**config.mk**
```make
export PLATFORM = sky130hd
export DESIGN_NAME = fetch_pc_ctrl
export DESIGN_NICKNAME = d
export VERILOG_FILES = /design/src/rtl/fetch_pc_ctrl.sv
export SDC_FILE = /design/constraint.sdc
export NUM_CORES = 1
export LEC_CHECK = 0
export CORE_AREA = 2 2 121 123
export DETAILED_ROUTE_END_ITERATION = 6
export DIE_AREA = 0 0 123 125
export GPL_TIMING_DRIVEN = 0
export HOLD_SLACK_MARGIN = 0.08
export MAX_ROUTING_LAYER = met4
export PLACE_DENSITY = 0.88
export SLEW_MARGIN = 20
export SYNTH_ARGS = -nofsm -noshare
export SYNTH_HDL_FRONTEND = slang
export SYNTH_SLANG_ARGS = --single-unit
```
**constraint.sdc**
```tcl
create_clock -name clk -period 2.7 [get_ports clk]
set_input_delay 0.54 -clock clk [delete_from_list [all_inputs] [get_ports clk]]
set_output_delay 0.54 -clock clk [all_outputs]
set_load 0.02 [all_outputs]
```
**src/rtl/fetch_pc_ctrl.sv**
```systemverilog
`default_nettype none
// ============================================================================
// Module      : fetch_pc_ctrl
// Description : Fetch stage owning the PC and IF/ID register; single
//               outstanding imem request, redirect drain, stall buffering.
// Revision    : 1.0 - initial release
// ============================================================================
module fetch_pc_ctrl #(
  parameter logic [31:0] RESET_PC  = 32'h0000_0000,
  parameter logic [31:0] NOP_INSTR = 32'h0000_0013
) (
  input  logic        clk,
  input  logic        rst_n,
  input  logic        branch_sel,
  input  logic [31:0] branch_target,
  input  logic        jump,
  input  logic [31:0] jump_target,
  input  logic        stall,
  output logic        imem_req,
  output logic [31:0] imem_addr,
  input  logic        imem_gnt,
  input  logic        imem_rvalid,
  input  logic [31:0] imem_rdata,
  output logic        if_id_valid,
  output logic [31:0] if_id_pc,
  output logic [31:0] if_id_instr
);

  localparam logic [2:0] S_IDLE  = 3'd0;
  localparam logic [2:0] S_REQ   = 3'd1;
  localparam logic [2:0] S_RESP  = 3'd2;
  localparam logic [2:0] S_BUF   = 3'd3;
  localparam logic [2:0] S_DRAIN = 3'd4;

  logic [2:0]  r_state;
  logic [31:0] r_pc;
  logic [31:0] r_buf;
  logic        r_if_valid;
  logic [31:0] r_if_pc;
  logic [31:0] r_if_instr;

  logic        w_redirect;
  logic [31:0] w_sel_target;
  logic [31:0] w_target;
  logic [2:0]  w_state_nxt;
  logic [31:0] w_pc_nxt;
  logic        w_buf_load;
  logic        w_deliver;
  logic [31:0] w_deliver_instr;

  assign w_redirect   = jump | branch_sel;
  assign w_sel_target = jump ? jump_target : branch_target;
  assign w_target     = w_sel_target & ~32'd3;

  always_comb begin
    w_state_nxt     = r_state;
    w_pc_nxt        = r_pc;
    w_buf_load      = 1'b0;
    w_deliver       = 1'b0;
    w_deliver_instr = imem_rdata;
    case (r_state)
      S_IDLE: begin
        w_state_nxt = S_REQ;
        if (w_redirect) w_pc_nxt = w_target;
      end
      S_REQ: begin
        // Address only moves without a grant when a redirect arrives.
        if (imem_gnt) w_state_nxt = w_redirect ? S_DRAIN : S_RESP;
        if (w_redirect) w_pc_nxt = w_target;
      end
      S_RESP: begin
        if (imem_rvalid) begin
          if (w_redirect) begin
            w_state_nxt = S_REQ;
            w_pc_nxt    = w_target;
          end else if (stall) begin
            w_state_nxt = S_BUF;
            w_buf_load  = 1'b1;
          end else begin
            w_state_nxt = S_REQ;
            w_deliver   = 1'b1;
            w_pc_nxt    = r_pc + 32'd4;
          end
        end else if (w_redirect) begin
          w_state_nxt = S_DRAIN;
          w_pc_nxt    = w_target;
        end
      end
      S_BUF: begin
        if (w_redirect) begin
          w_state_nxt = S_REQ;
          w_pc_nxt    = w_target;
        end else if (!stall) begin
          w_state_nxt     = S_REQ;
          w_deliver       = 1'b1;
          w_deliver_instr = r_buf;
          w_pc_nxt        = r_pc + 32'd4;
        end
      end
      S_DRAIN: begin
        // The stale response is swallowed; pc already points at the target.
        if (w_redirect) w_pc_nxt = w_target;
        if (imem_rvalid) w_state_nxt = S_REQ;
      end
      default: begin
        w_state_nxt = S_IDLE;
      end
    endcase
  end

  always_ff @(posedge clk or negedge rst_n) begin
    if (!rst_n) begin
      r_state <= S_IDLE;
      r_pc    <= RESET_PC;
      r_buf   <= 32'd0;
    end else begin
      r_state <= w_state_nxt;
      r_pc    <= w_pc_nxt;
      if (w_buf_load) r_buf <= imem_rdata;
    end
  end

  // Flush beats stall; a non-stalled cycle without delivery inserts a bubble.
  always_ff @(posedge clk or negedge rst_n) begin
    if (!rst_n) begin
      r_if_valid <= 1'b0;
      r_if_pc    <= 32'd0;
      r_if_instr <= NOP_INSTR;
    end else if (w_redirect) begin
      r_if_valid <= 1'b0;
      r_if_instr <= NOP_INSTR;
    end else if (!stall) begin
      if (w_deliver) begin
        r_if_valid <= 1'b1;
        r_if_pc    <= r_pc;
        r_if_instr <= w_deliver_instr;
      end else begin
        r_if_valid <= 1'b0;
        r_if_instr <= NOP_INSTR;
      end
    end
  end

  assign imem_req    = (r_state == S_REQ);
  assign imem_addr   = r_pc;
  assign if_id_valid = r_if_valid;
  assign if_id_pc    = r_if_pc;
  assign if_id_instr = r_if_instr;

endmodule
`default_nettype wire

```
==> Flow_metrics.wiki <==
{| class="wikitable"
! Metric !! Value
|-
| Outcome || completed
|-
| Leakage power summed over all cells || 4.10 nW
|-
| List of cells traversed by the critical path || clkbuf_1 > nand3b_1 > o21a_1 > clkbuf_1 > nor4_1 > a311oi_1 > a311oi_1
|-
| Number of H-tree levels || 4
|-
| Maximum clock frequency || ~380 MHz
|-
| Slew at the pin closest to its max-slew limit || 827 ps
|-
| CP startpoint || r_state[0]
|-
| Avg Vias per Cell || 5.83
|-
| Cell at the root of the clock tree || clkbuf_16
|-
| Switching share of power || 36.4%
|-
| Required time at the endpoint of the critical path || 3020 ps
|-
| Width of the die || 123 um
|-
| Number of logic stages on the critical path including buffering || 7
|-
| GR Util All Layers || between 20% and 30%
|-
| Residual DRC || 0
|-
| Synth warnings || 0
|-
| Post-Synth XOR/XNOR Area || 0%
|-
| Family with the most delay on the worst path || simple AND/OR/NAND/NOR gates
|-
| Clock transition at the registers of the reported paths || 50 ps
|-
| EDFF count, synth || 0
|-
| Period utilization || 96.8%
|-
| Max Cap Violations || 0
|-
| Initial core utilization || 45.7%
|-
| Insertion delay to the later sink of the worst-skew pair || 420 ps
|-
| Critical path capture point type || flop
|-
| RSZ-0062 raised after global routing || yes
|-
| Cts bufs inserted || 17
|-
| Die outline height || 125 um
|-
| Clock Tree Buf Depth || 2
|-
| Instance count of the mapped netlist || 630
|-
| Via total after detailed routing || 6,058
|-
| Most frequent cells in the layout || 192 x clkdlybuf4s50_1, 127 x dfrtp_1, 70 x nand2_1
|-
| Crit-path slowest cell || nor4_1
|-
| Ant diodes || 0
|-
| Count of input and output buffers || slightly below 200
|-
| Count of final max-slew check failures || 0
|-
| R2R Setup Slk || ~86 ps
|-
| Hold Violations, Final || 0
|-
| Highest fanout seen on the critical path || 10
|-
| Wire length of the first global-routing pass || 31,900 um
|-
| DRT iter0 DRCs || 553
|-
| Crit Reg-Reg Startpoint || r_state[0]
|-
| Crit start category || flop
|-
| Core Footprint || 14,200 um2
|-
| Buf+Inv Stages, Crit Path || 2
|-
| # fillers || 1,138
|-
| Arrival time of data at the critical path endpoint || 2930 ps
|-
| Longest individual stage delay on the worst path || 610 ps
|-
| Die Area || 15,400 um2
|-
| Adder-cell share of the synthesized area || 0.193%
|-
| Sequential power share || 37.1%
|-
| Tightest slew margin relative to the limit || 44.5%
|-
| M1 wire length || ~8300 um
|-
| Detailed-placement wirelength estimate || roughly 14,000 um
|-
| Netlist area before placement || 6500 um2
|-
| Net Count, Synth || between 700 and 800
|-
| Basic-gate share of the synthesized area counting and, or, nand and nor cells || between 10 and 15%
|-
| IR drop worst, VDD || slightly below 0.5 mV
|-
| WL met3 || 1420 um
|-
| Final GP Congestion || 0.954
|-
| Clock network power share || 25.2%
|-
| Capturing point of the worst reg2reg path || imem_addr[18]
|-
| TritonCTS Sinks || 132
|-
| Total iterations of the first detailed-routing run || 6
|-
| Proportion of register bits with asynchronous set or reset after synthesis || 100%
|-
| Crit Path Category || flop to flop
|-
| Antenna Violating Nets Remaining || 0
|-
| Setup slack after layout || approximately 86 ps
|-
| Post-layout net count || around 950
|-
| Most common library cell in the layout ignoring fill and taps || clkdlybuf4s50_1
|-
| Post-route cell area || 9290 um2
|-
| Largest family of logic cells by synthesized area || multiplexers
|-
| Via count of the first global-routing pass || 6,052
|-
| Comb pwr share || a little under two fifths
|-
| Pre-CTS setup slack || -806 ps
|-
| Internal power contribution || 0.00542 W
|-
| Sequential cell area fraction in the yosys report || 50.9%
|-
| Overflow left after global routing || 0
|-
| Standard-cell rows || 44
|-
| Post-synthesis sequential element count || about 130
|-
| Capturing element of the worst setup path || imem_addr[18]
|-
| Netlist cell types || 55
|-
| Path depth of the worst reg2reg path || 7
|-
| Portion of netlist area occupied by mux cells || 16.8%
|-
| Number of top-level pins || roughly 200
|-
| TritonCTS clock tree || yes
|-
| Area delta synth->final || 43.0%
|-
| Routed Wire Length || a little over 20,000 um
|-
| Final Setup Violations || 0
|-
| Antenna violations before repair || 0
|-
| Maximum number of pins on one net before global-route repair || 83
|-
| Avg Inst Size Synth || 10.3 um2
|-
| Cell Area, Placed || 8700 um2
|-
| Routed wire length per instance || 19.4 um
|-
| Dominant register cell in the synthesized netlist || dfrtp_1
|-
| Amount of wire on met2 after detailed routing || about 9500 um
|-
| Compound-Gate Fraction of Synth Area || 15.0%
|-
| Highest metal layer used by the detailed router || met4
|-
| Min-Delay Path Class || flop to flop
|-
| Switching power of the nets || 0.00310 W
|-
| Clock period minus worst slack || 2610 ps
|-
| Proportion of layout cells with a drive suffix above 1 || 14.1%
|-
| Clock skew after layout || 8.66 ps
|-
| Power density relative to cell area || 917 nW/um2
|}
## worst min path at each step
stage                            from         endpoint  slack (ps)  cells past startpoint
after floorplan                 rst_n  if_id_instr[10]         240                      0
after global placement    if_id_valid      if_id_valid         460                      2
after detailed placement  if_id_valid      if_id_valid         460                      2
after CTS                 if_id_valid      if_id_valid         480                      2
after global routing      if_id_valid      if_id_valid         490                      2
final                     if_id_valid      if_id_valid         470                      2
## Yosys cell counts (4+ instances only)
master	n	area share, %
a211oi_1	9	1.0
a21oi_1	35	2.7
a2bb2oi_1	5	0.67
a311oi_1	8	1.1
and3_1	9	0.87
clkbuf_1	42	2.4
dfrtp_1	129	50
inv_1	9	0.52
mux2_2	67	12
mux2i_1	34	5.2
nand2_1	70	4.0
nand2b_1	8	0.77
nand3_1	12	0.92
nand3b_1	4	0.46
nand4_1	7	0.67
nor2_1	43	2.5
nor3_1	13	1.0
nor4_1	6	0.58
o21ai_0	52	4.0
o41ai_1	4	0.54
## area by class of cell
class                      instances  area, um2  share of cell area (%)
sequential                       132       3310                    35.6
clock buffer                      21        480                    5.17
timing repair buffer             196       1990                    21.4
tap                              184        230                    2.48
inverter                           9       33.8                   0.364
buffer                            44        171                    1.85
multi-input combinational        443       3000                    32.3
clock inverter                    11       78.8                   0.849
## routing by layer
metal	GRT usage [%]	up-vias
met1	36.0	2914
met3	5.57	80
met5	-	-
li1	-	2740
met2	41.7	324
met4	14.0	0
## worst min-delay path: stages, from the launching register on
cell     delay [ps]
dfrtp_1         340
nand2_1          50
nand2_1          50
## power groups by stage
stage / registers (W) / clock network, W / logic [W]
2_1_floorplan: 0.00351 / 0 / 0.00129
4_1_cts: 0.00314 / 0.00217 / 0.00320
3_3_place_gp: 0.00312 / 0 / 0.00310
3_5_place_dp: 0.00316 / 0 / 0.00316
6_report: 0.00316 / 0.00214 / 0.00321
5_1_grt: 0.00325 / 0.00227 / 0.00343
## logic make-up (layout without fill, tap and decap cells)
family | count (synthesis) | after routing
flip-flops | 132 | 132
adder cells (fa/ha/maj) | 1 | 1
buffers and inverters | 55 | 281
AO/OA/AOI/OAI | 151 | 151
AND/OR/NAND/NOR | 190 | 190
multiplexers | 101 | 101
## per-stage QoR
step           total power, W  std cells  hold slack, ps  utilization (%)  TNS, ps
5_1_grt               0.00895       1040             494             65.4    -66.6
6_report              0.00852       1040             471             65.4        0
3_3_place_gp          0.00622       1008             462             61.0  -598400
3_5_place_dp          0.00632       1009             463             61.3   -51880
2_1_floorplan         0.00480        630             244                -        0
4_1_cts               0.00851       1041             477             65.3        0
## what timing repair did
action	4_1_cts	5_1_grt
hold endpoints to repair	50	0
resized for setup	3	11
pin swaps	0	0
setup buffers	0	0
cloned	0	0
setup endpoints to repair	88	42
hold buffers	1	0
## flip-flops by register name, summed over array words and instances, names as in the netlist
| register | flops |
|---|---|
| if_id_instr | 32 |
| if_id_pc | 32 |
| if_id_valid | 1 |
| imem_addr | 32 |
| r_buf | 32 |
| r_state | 3 |
Power figures use the tool's default switching activity.
